## src/rtl/ldpc_pkg.sv

```systemverilog
// Shared LDPC decoder definitions: default geometry, word widths and the
// state encodings used by the input frame loader.
package ldpc_pkg;

  localparam int LDPC_DATA_W = 8;   // decoder LLR width (two's complement)
  localparam int LDPC_IN_W   = 10;  // channel LLR width (two's complement)
  localparam int LDPC_R      = 5;   // block rows
  localparam int LDPC_D      = 8;   // circulant size
  localparam int LDPC_C      = 10;  // block columns of the base matrix
  localparam int LDPC_N      = LDPC_R * LDPC_D;  // LLRs per frame

  // Occupancy of one ping-pong frame bank.
  typedef enum logic {
    BANK_EMPTY = 1'b0,
    BANK_FULL  = 1'b1
  } bank_state_e;

  // Write-side FSM: FILL packs beats, DROP discards the tail of an overlong frame.
  typedef enum logic {
    WR_FILL = 1'b0,
    WR_DROP = 1'b1
  } wr_state_e;

endpackage

```

## src/rtl/llr_sat.sv

```systemverilog
// Symmetric saturator: narrows a signed in_w LLR to data_w bits, clipping to
// +/-(2^(data_w-1)-1) so the most negative code is never produced.
module llr_sat
  import ldpc_pkg::*;
#(
  parameter int in_w   = LDPC_IN_W,
  parameter int data_w = LDPC_DATA_W
) (
  input  logic signed [in_w-1:0]   llr_i,
  output logic signed [data_w-1:0] llr_o
);

  localparam int MAG = (2 ** (data_w - 1)) - 1;

  localparam logic signed [in_w-1:0]   HI_IN  = in_w'(MAG);
  localparam logic signed [in_w-1:0]   LO_IN  = in_w'(-MAG);
  localparam logic signed [data_w-1:0] HI_OUT = data_w'(MAG);
  localparam logic signed [data_w-1:0] LO_OUT = data_w'(-MAG);

  // Clip out-of-range values, otherwise keep the low data_w bits.
  always_comb begin
    if (llr_i > HI_IN) begin
      llr_o = HI_OUT;
    end else if (llr_i < LO_IN) begin
      llr_o = LO_OUT;
    end else begin
      llr_o = llr_i[data_w-1:0];
    end
  end

endmodule

```

## src/rtl/llr_frame_loader.sv

```systemverilog
// LDPC input stage: saturates channel LLRs and packs them into a ping-pong pair
// of frame banks; a complete frame is held on l_bus until the decoder acks it.
module llr_frame_loader
  import ldpc_pkg::*;
#(
  parameter int data_w = LDPC_DATA_W,
  parameter int in_w   = LDPC_IN_W,
  parameter int R      = LDPC_R,
  parameter int D      = LDPC_D
) (
  input  logic                    clk,
  input  logic                    rst,
  input  logic                    in_valid,
  output logic                    in_ready,
  input  logic [in_w-1:0]         in_llr,
  input  logic                    in_last,
  output logic                    frame_valid,
  input  logic                    frame_ack,
  output logic [data_w*R*D-1:0]   l_bus,
  output logic                    err_len
);

  localparam int N  = R * D;
  localparam int CW = $clog2(N);
  localparam logic [CW-1:0] LAST_IDX = CW'(N - 1);

  wr_state_e         wstate_q, wstate_d;
  logic [CW-1:0]     wcnt_q, wcnt_d;
  logic              wr_sel_q, wr_sel_d;
  logic              rd_sel_q, rd_sel_d;
  bank_state_e       bstate_q [2];
  bank_state_e       bstate_d [2];
  logic [data_w-1:0] bank_q [2][N];
  logic [data_w-1:0] bank_d [2][N];
  logic              err_len_q, err_len_d;

  logic [data_w-1:0] sat_llr;
  logic              xfer;
  logic              ack;

  llr_sat #(
    .in_w   (in_w),
    .data_w (data_w)
  ) u_sat (
    .llr_i (in_llr),
    .llr_o (sat_llr)
  );

  // A full write bank stalls the stream; DROP always accepts so overlong tails drain.
  assign in_ready    = !rst && ((wstate_q == WR_DROP) || (bstate_q[wr_sel_q] == BANK_EMPTY));
  assign xfer        = in_valid && in_ready;
  assign frame_valid = (bstate_q[rd_sel_q] == BANK_FULL);
  assign ack         = frame_ack && frame_valid;
  assign err_len     = err_len_q;

  // Next-state logic: read-side release and write-side packing act on different banks.
  always_comb begin
    // NOTE: every signal gets its hold value first, so no path leaves one unassigned and no latch is inferred.
    wstate_d  = wstate_q;
    wcnt_d    = wcnt_q;
    wr_sel_d  = wr_sel_q;
    rd_sel_d  = rd_sel_q;
    bstate_d  = bstate_q;
    bank_d    = bank_q;
    err_len_d = 1'b0;

    if (ack) begin
      bstate_d[rd_sel_q] = BANK_EMPTY;
      rd_sel_d           = ~rd_sel_q;
    end

    if (xfer) begin
      unique case (wstate_q)
        WR_FILL: begin
          bank_d[wr_sel_q][wcnt_q] = sat_llr;
          if (in_last) begin
            wcnt_d = '0;
            if (wcnt_q == LAST_IDX) begin
              bstate_d[wr_sel_q] = BANK_FULL;
              wr_sel_d           = ~wr_sel_q;
            end else begin
              err_len_d = 1'b1;  // short frame: discarded, bank stays EMPTY
            end
          end else if (wcnt_q == LAST_IDX) begin
            err_len_d = 1'b1;    // long frame: discard until its in_last
            wcnt_d    = '0;
            wstate_d  = WR_DROP;
          end else begin
            wcnt_d = wcnt_q + 1'b1;
          end
        end
        WR_DROP: begin
          if (in_last) begin
            wstate_d = WR_FILL;
          end
        end
        default: wstate_d = WR_FILL;
      endcase
    end
  end

  // State and bank registers with synchronous reset.
  always_ff @(posedge clk) begin
    if (rst) begin
      wstate_q  <= WR_FILL;
      wcnt_q    <= '0;
      wr_sel_q  <= 1'b0;
      rd_sel_q  <= 1'b0;
      err_len_q <= 1'b0;
      for (int b = 0; b < 2; b++) begin
        bstate_q[b] <= BANK_EMPTY;
        // NOTE: the banks are cleared on reset because l_bus must read zero out of reset, not stale data.
        for (int n = 0; n < N; n++) begin
          bank_q[b][n] <= '0;
        end
      end
    end else begin
      // NOTE: non-blocking updates keep every register sampling pre-edge values.
      wstate_q  <= wstate_d;
      wcnt_q    <= wcnt_d;
      wr_sel_q  <= wr_sel_d;
      rd_sel_q  <= rd_sel_d;
      err_len_q <= err_len_d;
      bstate_q  <= bstate_d;
      bank_q    <= bank_d;
    end
  end

  // 2:1 bank mux flattened onto the wide VNU bus; LLR n lands in slice n.
  always_comb begin
    l_bus = '0;
    for (int n = 0; n < N; n++) begin
      l_bus[n*data_w +: data_w] = bank_q[rd_sel_q][n];
    end
  end

endmodule

```

## config.mk

```make
export PLATFORM = sky130hd
export DESIGN_NAME = llr_frame_loader
export DESIGN_NICKNAME = d
export VERILOG_FILES = /design/src/rtl/ldpc_pkg.sv /design/src/rtl/llr_sat.sv /design/src/rtl/llr_frame_loader.sv
export SDC_FILE = /design/constraint.sdc
export NUM_CORES = 1
export LEC_CHECK = 0
export ABC_AREA = 1
export BUFFER_PORTS_ARGS = -buffer_cell sky130_fd_sc_hd__buf_2
export CAP_MARGIN = 10
export CORE_MARGIN = 2
export CORE_UTILIZATION = 30
export DETAILED_ROUTE_END_ITERATION = 12
export GPL_TIMING_DRIVEN = 1
export PLACE_DENSITY = 0.58
export REMOVE_ABC_BUFFERS = 1
export SYNTH_ARGS = -nofsm -noshare
export SYNTH_HDL_FRONTEND = slang
export SYNTH_HIERARCHICAL = 1
export SYNTH_SLANG_ARGS = --single-unit
```

## constraint.sdc

```tcl
create_clock -name clk -period 2.2 [get_ports clk]
set_input_delay 0.22 -clock clk [delete_from_list [all_inputs] [get_ports clk]]
set_output_delay 0.22 -clock clk [all_outputs]
set_load 0.01 [all_outputs]
```

# ---- After elaboration in Yosys (flattened, before gate mapping)
# Cells that the tools add are included.
# W data, S select, Z words.
dict set report op_classes {
  n_bitwise 11
  n_mux 33
  reduce_logical 11
  order_cmp 8
  n_addsub 1
  n_eq_ne 1
}
# operator count
set op_table {}
lappend op_table {{$mux W320} 4}
lappend op_table {{$bwmux W640} 1}
lappend op_table {{$demux W320 S1} 1}
lappend op_table {{$demux W8 S6} 1}
lappend op_table {{$mux W8} 3}
lappend op_table {{$mux W1} 13}
lappend op_table {{$mux W6} 2}
lappend op_table {{$gt A10 B8 Y1 const B} 1}
lappend op_table {{$lt A10 B8 Y1 const B} 1}
lappend op_table {{$mux W2} 5}
lappend op_table {{$ge A7 B7 Y1 const B} 1}
lappend op_table {{$lt A7 B1 Y1 const B} 1}
lappend op_table {{$not A6 Y7} 1}
lappend op_table {{$add A6 B1 Y6 const B} 1}
lappend op_table {{$eq A6 B6 Y1 const B} 1}
lappend op_table {{$logic_and A1 B1 Y1} 6}
lappend op_table {{$not A1 Y1} 5}
lappend op_table {{$ge A2 B2 Y1 const B} 2}
lappend op_table {{$lt A2 B1 Y1 const B} 2}
lappend op_table {{$not A1 Y2} 2}
lappend op_table {{$reduce_and A4 Y1} 1}
lappend op_table {{$reduce_or A3 Y1} 1}
lappend op_table {{$and A2 B2 Y2} 1}
lappend op_table {{$demux W1 S1} 2}
lappend op_table {{other kinds (6)} 6}
dict set report totals {
  out_inout_bits 323
  input_bits 15
  register_bits 652
  word_cells 152
}

# ---- Logic depth before layout (Yosys ltp)
# Gate-level depths: netlist (run 1).
dict set report logic_depth {
  word_depth 13
  ltp_mapped 10
  ltp_nobuf 9
}

# ---- Cells and area by module
# The synthesis (run 1) kept the hierarchy.
# module n_inst seq_area_each_um2 cells_each area_each_um2
set by_module_without_submodules {}
lappend by_module_without_submodules {llr_frame_loader 1 13052.5 4254 28252.1}
lappend by_module_without_submodules {llr_sat 1 0.0 28 138.9}

# ---- Least setup slack after synthesis (run 1)
# OpenSTA, ideal clock, no wires.
dict set report synth_path {
  kind {input-to-reg}
  from {in in_llr[9]}
  to {reg bank_q[337] (netlist name)}
  arrival_time_ns 1.659
  cell_stages 8
  required_time_ns 2.136
  n_path_buf 3
  slack_ns 0.476
  setup_ns 0.064
  path_cell_list {buf_4 nor2_4 nor2_1 a21oi_1 clkbuf_1 clkbuf_1 nor3_1 nor2_1}
}
dict set report synth_between {
  elab_chain_cells 4
  word_cells_on_any_way 5
  cone_classes {2 x order compare; 3 x mux}
}
# element line
set synth_lines {}
lappend synth_lines {{start: declaration} llr_frame_loader.sv:15} ;# input logic [in_w-1:0] in_llr,
lappend synth_lines {{$lt A10 B8 Y1} llr_sat.sv:24} ;# end else if (llr_i < LO_IN) begin
lappend synth_lines {{$mux W8} llr_sat.sv:24}
lappend synth_lines {{$mux W8 *} llr_sat.sv:22} ;# if (llr_i > HI_IN) begin
lappend synth_lines {{via sat_llr[1]} llr_frame_loader.sv:37} ;# logic [data_w-1:0] sat_llr;
lappend synth_lines {{$bwmux W640 *} llr_frame_loader.sv:75} ;# bank_d[wr_sel_q][wcnt_q] = sat_llr;
lappend synth_lines {{end signal: assignment} llr_frame_loader.sv:125} ;# bank_q <= bank_d;
lappend synth_lines {{end: declaration} llr_frame_loader.sv:33} ;# logic [data_w-1:0] bank_q [2][N];
# Mark *: on every way through the listed nets, which the timed path passes. The rest lies on a longest branch.
# A chain may end at the register's enable or synchronous reset.

# ---- Worst setup path after layout (run 1)
dict set report layout_path {
  from {reg rd_sel_q}
  to {out l_bus[227]}
}
dict set report layout_between {
  elab_chain_cells 4
}
# element line
set layout_lines {}
lappend layout_lines {{start: declaration} llr_frame_loader.sv:30} ;# logic rd_sel_q, rd_sel_d;
lappend layout_lines {{start signal: assignment} llr_frame_loader.sv:122} ;# rd_sel_q <= rd_sel_d;
lappend layout_lines {{$not A1 Y2 (not written as such)} llr_frame_loader.sv:133} ;# l_bus[n*data_w +: data_w] = bank_q[rd_sel_q][n];
lappend layout_lines {{$mux W320 (3 in a row)} --}
lappend layout_lines {{end: declaration} llr_frame_loader.sv:19} ;# output logic [data_w*R*D-1:0] l_bus,
# Every way passes these cells. The select of a mux whose other input is x is not followed.

==> qor.yml, run 1 <==
nNetsFinal: 4584
area_growth_pct: 23.19
reg2reg_from: "wr_sel_q"
crit_buf_inv: 2
leakage_nw: 16.05
cts_root_buf: "clkbuf_16"
start_util: 0.3033
utilization: 0.3736
hold_path_class: "primary input to flop"
grt_max_degree: 272
ant_nets: 0
htreeDepth: 3
path_depth: 4
cp_slowest_cell: "dfxtp_4"
status: "finished clean"
drc: 0
yosysWarnings: 6
fmax_mhz: 463.4
drv_cap: 0
yosys.area.top_type: "dfxtp_1"
r2r_cells: 10
ios: 338
vdd.ir_drop.worst_uv: 515.4
post_drt_wl_per_cell_um: 16.92
via_per_inst: 4.644
hold_slack_ns: 0.1103
cp-end-kind: "primary output"
vias: 27330
die_w_um: 311.6
synthTopCellsByArea: "dfxtp_1, nor2_1, nand2_1"
ys_ff_latch: 652
cp_data_required_time_ns: 1.98
fp.dieH_um: 311.6
yosysUniqueCellTypes: 28
clkTransAtPathRegs_ns: 0.05
slew_viol_final: 0
worstSetupPathType: "flop to primary output"
synth_area_per_cell_um2: 6.630
numCtsBuffers: 79
grt_setup_unrepaired: "yes"
syn-cell-area_um2: 28390
worstHoldStart: "in_valid"
first_pass_iters: 5
ff2ff_setup_slack_ns: 0.18
fin_crit_ns: 2.158
fin_worst_skew_ns: 0.03876
syn_inst: 4282
crit_chain: "buf_16, nand2_1, nand2_2, buf_2"
cts_tree: "yes"
dieArea_um2: 97110
synth_top_area_share: 0.4597
core_area_um2: 93610
drt-initial-drc-count: 2127
setup-violations-final: 0
overflow: 0
min_to: "err_len"
hold_viol_final: 0
routed_wl_um: 99550
worst_slew_pin_slew_ns: 1.251
place.gp.congestion: 0.7832
grt_pass1_wl_um: 150100
ys_seq_area_frac: 0.4597
relSlewSlack: 0.1658
num_rows: 112
arrival_ns: 1.94
io_buffers: 337
place_hpwl_um: 60740
power_density_nw_per_um2: 753.3
grt_antenna_before_repair: 6
grt_pass1_vias: 24950
cts_sinks: 652
hold_depth: 4
min_period_over_period: 0.9808
clock_latency_ns: 0.63
critPathTopFamily: "buffers and inverters"
gr-usage-all-layers: 0.1955
crit_fanout: 100
cts_buffer_depth: 3
rr_endpoint: "bank_q[456]"
drive_above_1_share: 0.1655
critPathLaunchType: "flop"
cpPeakStageDelay_ns: 0.45
==> synthesized netlist by cell type <==
| cell | n |
|---|---|
| a21oi_1 | 15 |
| buf_1 | 9 |
| buf_12 | 4 |
| buf_2 | 17 |
| buf_4 | 8 |
| buf_6 | 5 |
| buf_8 | 1 |
| clkbuf_1 | 210 |
| clkinv_1 | 1 |
| clkinv_2 | 47 |
| dfxtp_1 | 652 |
| ha_1 | 2 |
| inv_1 | 48 |
| inv_2 | 4 |
| nand2_1 | 1216 |
| nand2_2 | 11 |
| nand2_4 | 47 |
| nand3_1 | 15 |
| nand3_2 | 2 |
| nand4_1 | 4 |
| nand4_4 | 1 |
| nor2_1 | 1225 |
| nor2_2 | 16 |
| nor2_4 | 7 |
| nor2_8 | 1 |
| nor3_1 | 154 |
| o21ai_0 | 559 |
| o21ai_4 | 1 |
==> timing repair <==
action,in CTS,in global routing
endpoints found under the setup margin,118,264
setup buffers,2,5
resized for setup,22,50
hold endpoints to repair,9,0
hold buffers,4,0
gates cloned,3,6
pin swaps,1,5
==> registers in the layout, summed over array words and instances, names as in the netlist <==
signal	cells
err_len	1
wr_sel_q	1
rd_sel_q	1
bstate_q	2
wcnt_q	6
wstate_q	1
bank_q	640
==> worst min-delay path, cell delays in order <==
cell     delay, ns
buf_2         0.14
nand4_1       0.09
buf_4         0.18
nor2_1        0.06
==> layer usage <==
layer / GRT usage / part of all wire / wire length (um)
met2: 0.3083 / 0.45 / 44630
met5: 0 / 0.00041 / 41
met4: 0.04928 / 0.020 / 2014
met1: 0.2743 / 0.48 / 47650
met3: 0.03594 / 0.052 / 5214
==> power by group <==
group,internal (W),switching (W)
clock,0.00787,0.00532
combinational,0.000317,0.000997
sequential,0.0118,0.0000136
total,0.0200,0.00633
==> cell type report <==
cell class	instances	area (um2)
Fill cell	10040	58640
Multi-Input combinational cell	3276	13970
Sequential cell	652	13060
Timing Repair Buffer	458	3318
Clock buffer	117	2312
Tap cell	1254	1569
Inverter	100	454.2
Clock inverter	25	292.8
Antenna cell	2	5.005
==> how the worst max path moves through the flow <==
stage,start,end,slack (ns)
floorplan,rd_sel_q,bstate_q[1],-11.46
global placement,wr_sel_q,bank_q[30],0.15
detailed placement,wr_sel_q,bank_q[30],0.15
CTS,rd_sel_q,l_bus[133],-0.05
global route,rd_sel_q,l_bus[1],-0.05
finish,rd_sel_q,l_bus[227],0.04
==> logic make-up after synthesis <==
group,share of synthesized area
simple gates,0.3829
flops,0.4597
compound gates,0.1018
buf+inv,0.05469
fa+ha+maj,0.0008813
==> placed cells by master, fill, tap and decap left out, drive strengths merged, types with 15 or more instances in the layout <==
cell type  count
nor3         154
buf          446
clkinv        61
o21ai        560
nor2        1249
inv           54
clkbuf       124
a21oi         15
nand3         17
dfxtp        652
nand2       1274
==> per-stage QoR <==
step | cells | setup TNS (ns) | cell area [um2] | total power, W | setup WS (ns)
after CTS | 5871 | -2.102 | 34600 | 0.02664 | -0.05149
after detailed placement | 5720 | 0 | 31760 | 0.01341 | 0.1519
after floorplan | 4028 | -6628.98 | 27270 | 0.01279 | -11.46
after global routing | 5882 | -1.149 | 34970 | 0.02724 | -0.05157
after global placement | 5720 | 0 | 31760 | 0.01341 | 0.1534
final | 5884 | 0 | 34970 | 0.02634 | 0.04226
Power figures use the tool's default switching activity.
==> run 2, diff against run 1 <==
PLACE_DENSITY = 0.57   (was 0.58)
SYNTH_HIERARCHICAL = unset   (was 1)
==> run 2 against run 1 <==
  * The run now ends with setup timing left
  * Hold slack better by 0.078 ns
  * Synthesized cell count up 12%
  * Global-route usage down 1.0 points
  * Highest routed layer unchanged
  * Sequential power about the same
  * Critical path depth up 3
  * Clock skew down 0.017 ns
==> qor.yml, run 2 <==
setup-violations-final: 11  # was 0
postLayoutSetupSlackWorst_ns: -0.02706  # was 0.04226 ns
min_period_over_period: 1.012  # was 0.9808
gr-usage-all-layers: 0.1854  # was 0.1955
ys_seq_area_frac: 0.4267  # was 0.4597
die_w_um: 323.3  # was 311.6 um
cp_slowest_cell: "dfxtp_4"  # unchanged
reg_top3: "bank_q (640), wcnt_q (6), bstate_q (2)"  # unchanged
vias: 28480  # was 27,330
cpPeakStageDelay_ns: 0.38  # was 0.45 ns
critPathTopFamily: "buffers and inverters"  # unchanged
violations: "setup timing"
area_growth_pct: 23.11  # was 23.19%
leakage_nw: 18.06  # was 16.05 nW
cts_root_buf: "clkbuf_16"  # unchanged
reg2reg_from: "wstate_q"  # was wr_sel_q
fp.dieH_um: 323.3  # was 311.6 um
fin_setup_tns_ns: -0.1155  # was 0 ns
synth-main-ff-cell: "dfxtp_1"  # unchanged
crit_chain: "buf_12, inv_16, bufbuf_16, buf_4, nand2_1, nand2_1, buf_2"  # was buf_16, nand2_1, nand2_2, buf_2
grt_pass1_vias: 25500  # was 24,950
hold_path_class: "primary input to flop"  # unchanged
ff2ff_setup_slack_ns: 0.16  # was 0.18 ns
fmax_mhz: 449.0  # was 463.4 MHz
placed_area_um2: 33720  # was 31,760 um2
syn_inst: 4810  # was 4,282
mostFrequentLayoutCells: "nand2_1, nor2_1, dfxtp_1"  # was nor2_1, nand2_1, dfxtp_1
power_density_nw_per_um2: 718.8  # was 753.3 nW/um2
grt_pass1_wl_um: 150900  # was 150,100 um
slew_viol_final: 0  # unchanged
yosys.area.top_type: "dfxtp_1"  # unchanged
cpMostUsedCell: "nand2_1"
yosysUniqueCellTypes: 29  # was 28
hold_viol_final: 0  # unchanged
numPlacedInstances: 6306  # was 5,720
status: "finished with violations"  # was finished clean
dieArea_um2: 104500  # was 97,110 um2
yosysWarnings: 0  # was 6
netlist_top_cells_count: "nand2_1, nor2_1, dfxtp_1, clkbuf_1, inv_1"  # was nor2_1, nand2_1, dfxtp_1, o21ai_0, clkbuf_1
core_area_um2: 101400  # was 93,610 um2
synth_fa_ha_area_frac: 0.0008180  # was 0.0008814
synth_top_family_by_area: "simple AND/OR/NAND/NOR gates"  # unchanged
htreeDepth: 3  # unchanged
drt-initial-drc-count: 1949  # was 2,127
synth_top_area_share: 0.4267  # was 0.4597
grt_antenna_before_repair: 4  # was 6
relSlewSlack: 0.2542  # was 0.1658
synth_area_per_cell_um2: 6.360  # was 6.630 um2
drv_cap: 0  # unchanged
place.gp.congestion: 0.7780  # was 0.7832
fin_worst_skew_ns: 0.02176  # was 0.03876 ns
overflow: 0  # unchanged
min_to: "bank_q[209]"  # was err_len
worst_slew_pin_slew_ns: 1.119  # was 1.251 ns
ys_ff_latch: 652  # unchanged
start_util: 0.3016  # was 0.3033
post-place-ws_ns: 0.03099  # was 0.1519 ns
synthTopCellsByArea: "dfxtp_1, nand2_1, nor2_1"  # was dfxtp_1, nor2_1, nand2_1
largest_reg_flops: 640  # unchanged
fin_crit_ns: 2.227  # was 2.158 ns
cp_data_required_time_ns: 1.98  # about the same
hold_depth: 7  # was 4
crit_buf_inv: 5  # was 2
grt_max_degree: 202  # was 272
vdd.ir_drop.worst_uv: 533.1  # was 515.4 uV
synth_edf_count: 0  # unchanged
numCtsBuffers: 78  # was 79
layout_commonest_cell: "nand2_1"  # was nor2_1
worstHoldStart: "in_llr[1]"  # was in_valid
stdcell_area_um2: 37660  # was 34,970 um2
worstSetupPathType: "flop to primary output"  # unchanged
first_pass_iters: 6  # was 5
nNetsFinal: 5070  # was 4,584
r2r_cells: 10  # unchanged
synth_xor_area_frac: 0.0005726  # was 0
via_per_inst: 4.391  # was 4.644
arrival_ns: 2.01  # was 1.94 ns
crit_fanout: 9  # was 100
num_rows: 117  # was 112
cp-end-kind: "primary output"  # unchanged
drc: 0  # unchanged
rr_endpoint: "bank_q[224]"  # was bank_q[456]
drive_above_1_share: 0.1524  # was 0.1655
clkTransAtPathRegs_ns: 0.06  # was 0.05 ns
clock_latency_ns: 0.66  # was 0.63 ns
ios: 338  # unchanged
largest-register: "bank_q"  # unchanged
synth_compound_gate_area_share: 0.03996  # was 0.1018
post_drt_wl_per_cell_um: 15.46  # was 16.92 um
grt_setup_unrepaired: "yes"  # unchanged
syn-cell-area_um2: 30590  # was 28,390 um2
yosysMostFrequentCell: "nand2_1"  # was nor2_1
cts_buffer_depth: 3  # unchanged
cts_sinks: 652  # unchanged
muxShareOfSynthArea: 0  # unchanged
place_hpwl_um: 60510  # was 60,740 um
critPathLaunchType: "flop"  # unchanged
routed_wl_um: 100300  # was 99,550 um
io_buffers: 337  # unchanged
ant_nets: 0  # unchanged
post_layout_nonfiller_instances: 6487  # was 5,884
synth-simple-area-share: 0.4603  # was 0.3829
cts_tree: "yes"  # unchanged
synthArstFlopShare: 0  # unchanged
-- run 2: cell count changes in the layout (fill, tap and decap cells not counted), sizes merged, moves of 3 or more --
cell | previous run | this run
o21ai | 560 | 160
nand2 | 1274 | 2050
nor2 | 1249 | 1344
bufinv | 5 | 11
clkinv | 61 | 15
clkinvlp | 5 | 2
nand3 | 17 | 32
buf | 446 | 462
inv | 54 | 169
nor3 | 154 | 2
a21oi | 15 | 82
clkbuf | 124 | 117
-- run 2: timing repair --
item	in CTS	in global routing
hold endpoints to repair	14	0
hold buffers	5	0
gates resized for setup	166	19
pin swaps	2	0
setup buffers	15	2
gates cloned	7	6
setup endpoints to repair	310	194
-- run 2: area by class of cell --
class	count	area, um2
Clock inverter	33	467.9
Clock buffer	111	2267
Sequential cell	652	13060
Fill cell	10860	63790
Tap cell	1368	1712
Timing Repair inverter	1	8.758
Antenna cell	2	5.005
Multi-Input combinational cell	3681	15660
Timing Repair Buffer	476	3849
Inverter	163	636.9
-- run 2: stage by stage --
stage | util | hold slack, ns | power [W]
2_1_floorplan | - | 0.2891 | 0.01322
3_3_place_gp | 0.3324 | 0.4611 | 0.01345
3_5_place_dp | 0.3324 | 0.4706 | 0.01345
4_1_cts | 0.3689 | 0.1471 | 0.02745
5_1_grt | 0.3712 | 0.2168 | 0.02801
6_report | 0.3712 | 0.1885 | 0.02707
-- run 2: cells by family (layout without fill, tap and decap cells) --
family,count (synthesis),after routing
xor gates and xnor gates,2,2
and+or+nand+nor,3434,3434
other,0,2
AOI/OAI and AO/OA,243,243
adders and majority gates,2,2
DFF,652,652
buffers and inverters,477,784
-- run 2: worst max-delay path by stage --
stage               cells after the start           to  slack, ns  startpoint
floorplan                               2   l_bus[177]     -12.91    rd_sel_q
global placement                        7  bank_q[448]       0.06   wcnt_q[1]
detailed placement                      7  bank_q[128]       0.03   wcnt_q[1]
CTS                                     7    l_bus[17]      -0.07    rd_sel_q
global route                            7   l_bus[279]      -0.11    rd_sel_q
finish                                  7    l_bus[17]      -0.03    rd_sel_q
-- run 2: power breakdown --
group          total [W]  leakage, nW  internal, W  switching (W)
sequential        0.0118         5.25       0.0118     0.00000919
clock             0.0139         1.35      0.00848        0.00541
combinational    0.00135         11.5     0.000322        0.00103
-- run 2: layer usage --
layer	track usage	vias to the layer above	share of wire
li1	-	14920	-
met1	0.2500	12830	0.47
met2	0.3028	583	0.46
met3	0.02724	148	0.045
met4	0.05995	6	0.026
met5	0	-	0.00030
-- run 2: worst reg2reg max path, delay by kind of cell, from the launching register on --
| kind | cells | cell delay (ns) |
|---|---|---|
| buffers and inverters | 3 | 0.47 |
| flip-flops | 1 | 0.49 |
| AND/OR/NAND/NOR | 7 | 0.99 |
==> run 3, diff against run 2 <==
SETUP_SLACK_MARGIN = 0.1   (was unset)
==> run 3 against run 2 <==
  * The run still ends with setup timing left
  * Sequential cell count is the same
  * First-iteration DRC count up 2.4%
  * Worst setup slack gained 0.027 ns
  * Die area stayed put
  * Clock power about the same
  * Critical path type unchanged
  * Largest power group unchanged
  * Critical path depth rose by 1
  * Non-clock buffer count up 31
  * Final area rose by 3.9%
==> qor.yml, run 3 (synthesis results as in run 2) <==
cpPeakStageDelay_ns: 0.41  # was 0.38 ns
cts_tree: "yes"  # unchanged
power_frac_seq: 0.436  # was 0.437
area_growth_pct: 27.91  # was 23.11%
nFillCells: 10700  # was 10,860
slew_viol_final: 0  # unchanged
total_power_w: 0.02711  # was 0.02707 W
first_pass_iters: 5  # was 6
core_area_um2: 101400  # unchanged
grt_setup_unrepaired: "yes"  # unchanged
routed_wl_um: 102600  # was 100,300 um
fmax_mhz: 454.5  # was 449.0 MHz
ios: 338  # unchanged
mostFrequentLayoutCells: "nand2_1, nor2_1, dfxtp_1"  # unchanged
utilization: 0.3857  # was 0.3712
swShare: 0.2388  # was 0.2382
p_switching_w: 0.006476  # was 0.006448 W
grt_pass1_vias: 25790  # was 25,500
grt_pass1_wl_um: 153200  # was 150,900 um
dieArea_um2: 104500  # unchanged
start_util: 0.3016  # unchanged
place.gp.congestion: 0.7780  # unchanged
violations: "setup timing"  # unchanged
critPathTopFamily: "buffers and inverters"  # unchanged
ff2ff_setup_slack_ns: 0.18  # was 0.16 ns
hold_path_class: "primary input to flop"  # unchanged
power_density_nw_per_um2: 692.9  # was 718.8 nW/um2
fin_worst_skew_ns: 0.02113  # was 0.02176 ns
hold_viol_final: 0  # unchanged
arrival_ns: 1.98  # was 2.01 ns
rr_endpoint: "bank_q[88]"  # was bank_q[224]
layout_commonest_cell: "nand2_1"  # unchanged
crit_buf_inv: 6  # was 5
fp.dieH_um: 323.3  # unchanged
status: "finished with violations"  # unchanged
crit_fanout: 8  # was 9
cp-end-kind: "primary output"  # unchanged
num_rows: 117  # unchanged
grt_max_degree: 202  # unchanged
critPathLaunchType: "flop"  # unchanged
drv_cap: 0  # unchanged
cp_slowest_cell: "dfxtp_4"  # unchanged
cp_data_required_time_ns: 1.98  # about the same
p_clk_frac: 0.513  # about the same
largest-register: "bank_q"  # unchanged
p_comb_frac: 0.050  # about the same
vias: 28700  # was 28,480
htreeDepth: 3  # unchanged
drc: 0  # unchanged
cts_sinks: 652  # unchanged
gr-usage-all-layers: 0.1887  # was 0.1854
nNetsFinal: 5102  # was 5,070
vdd.ir_drop.worst_uv: 535.2  # was 533.1 uV
ant_nets: 0  # unchanged
relSlewSlack: 0.1790  # was 0.2542
worstHoldStart: "in_valid"  # was in_llr[1]
largest_reg_flops: 640  # unchanged
drive_above_1_share: 0.1734  # was 0.1524
drt-initial-drc-count: 1996  # was 1,949
crit_chain: "buf_12, inv_16, buf_16, buf_12, clkbuf_16, nand2_1, nand2_1, buf_2"  # was buf_12, inv_16, bufbuf_16, buf_4, nand2_1, nand2_1, buf_2
overflow: 0  # unchanged
clock_latency_ns: 0.65  # was 0.66 ns
clkTransAtPathRegs_ns: 0.06  # about the same
post-place-ws_ns: 0.03099  # unchanged
place_hpwl_um: 60510  # unchanged
critical_path.startpoint: "rd_sel_q"  # unchanged
numCtsBuffers: 78  # unchanged
io_buffers: 337  # unchanged
cts_root_buf: "clkbuf_16"  # unchanged
fin_crit_ns: 2.200  # was 2.227 ns
die_w_um: 323.3  # unchanged
leakage_nw: 18.68  # was 18.06 nW
worstSetupPathType: "flop to primary output"  # unchanged
cts_buffer_depth: 3  # unchanged
via_per_inst: 4.403  # was 4.391
post_drt_wl_per_cell_um: 15.74  # was 15.46 um
crit_end: "l_bus[62]"  # was l_bus[17]
postLayoutSetupSlackWorst_ns: -0.0003462  # was -0.02706 ns
reg2reg_from: "wcnt_q[2]"  # was wstate_q
reg_top3: "bank_q (640), wcnt_q (6), bstate_q (2)"  # unchanged
min_period_over_period: 1.000  # was 1.012
setup-violations-final: 1  # was 11
worst_slew_pin_slew_ns: 1.232  # was 1.119 ns
path_depth: 8  # was 7
p_int_w: 0.02064  # was 0.02063 W
grt_antenna_before_repair: 4  # unchanged
r2r_cells: 8  # was 10
-- run 3: cell count changes in the layout (fill, tap and decap cells not counted), moves of 5 or more --
| cell | change |
|---|---|
| nand2_1 | -64 |
| buf_2 | -47 |
| buf_6 | +45 |
| nand2_4 | +43 |
| nand2_2 | +21 |
| buf_16 | +11 |
| buf_12 | +8 |
| o21ai_2 | +8 |
| buf_8 | +6 |
| o21ai_0 | -6 |
| o21ai_1 | -6 |
| clkbuf_16 | +5 |
-- run 3: timing repair --
item	4_1_cts	5_1_grt
buffers inserted	26	5
gates cloned	19	12
resized for setup	266	132
hold buffers	5	0
endpoints found under the setup margin	333	478
pin swaps	28	22
endpoints found under the hold margin	14	0
-- run 3: worst min path at each step --
stage               slack, ns  cells after the start          end
finish                   0.19                      3      err_len
CTS                      0.15                      7  bank_q[209]
global route             0.22                      3      err_len
floorplan                0.29                      1  bstate_q[0]
detailed placement       0.47                      2  bank_q[559]
global placement         0.46                      2  bank_q[366]
-- run 3: area by class of cell --
| cell class | count | area, um2 | area share |
|---|---|---|---|
| antenna | 2 | 5.005 | 0.0001279 |
| clock buffer | 111 | 2267 | 0.05794 |
| clock inverter | 33 | 467.9 | 0.01196 |
| inverter | 163 | 636.9 | 0.01627 |
| multi-input combinational | 3681 | 16120 | 0.4118 |
| sequential | 652 | 13060 | 0.3338 |
| tap | 1368 | 1712 | 0.04374 |
| timing repair buffer | 507 | 4846 | 0.1238 |
| timing repair inverter | 2 | 20.02 | 0.0005116 |
-- run 3: power by group through the flow --
stage               clock, W  sequential, W  combinational [W]
global placement           0         0.0121            0.00135
detailed placement         0         0.0121            0.00136
CTS                   0.0143         0.0118            0.00137
floorplan                  0         0.0121            0.00113
finish                0.0139         0.0118            0.00137
global route          0.0147         0.0118            0.00148
-- run 3: worst min-delay path: cells and delay by family --
| kind | cells | cell delay [ns] |
|---|---|---|
| and+or+nand+nor | 2 | 0.40 |
| buffers and inverters | 1 | 0.14 |
-- run 3: metrics by stage --
stage	std cells	hold slack [ns]	instance area, um2	TNS, ns
3_5_place_dp	6306	0.4706	33720	0
4_1_cts	6500	0.1471	38280	-3.860
5_1_grt	6518	0.2180	39130	-5.182
2_1_floorplan	4496	0.2891	29010	-9796.88
3_3_place_gp	6306	0.4611	33720	0
6_report	6519	0.1863	39130	-0.0003462
-- run 3: metal layers --
metal / share of wire / global-route usage
met3: 0.044 / 0.02767
met2: 0.46 / 0.3071
met1: 0.47 / 0.2553
met5: 0.00029 / 0
met4: 0.028 / 0.06181
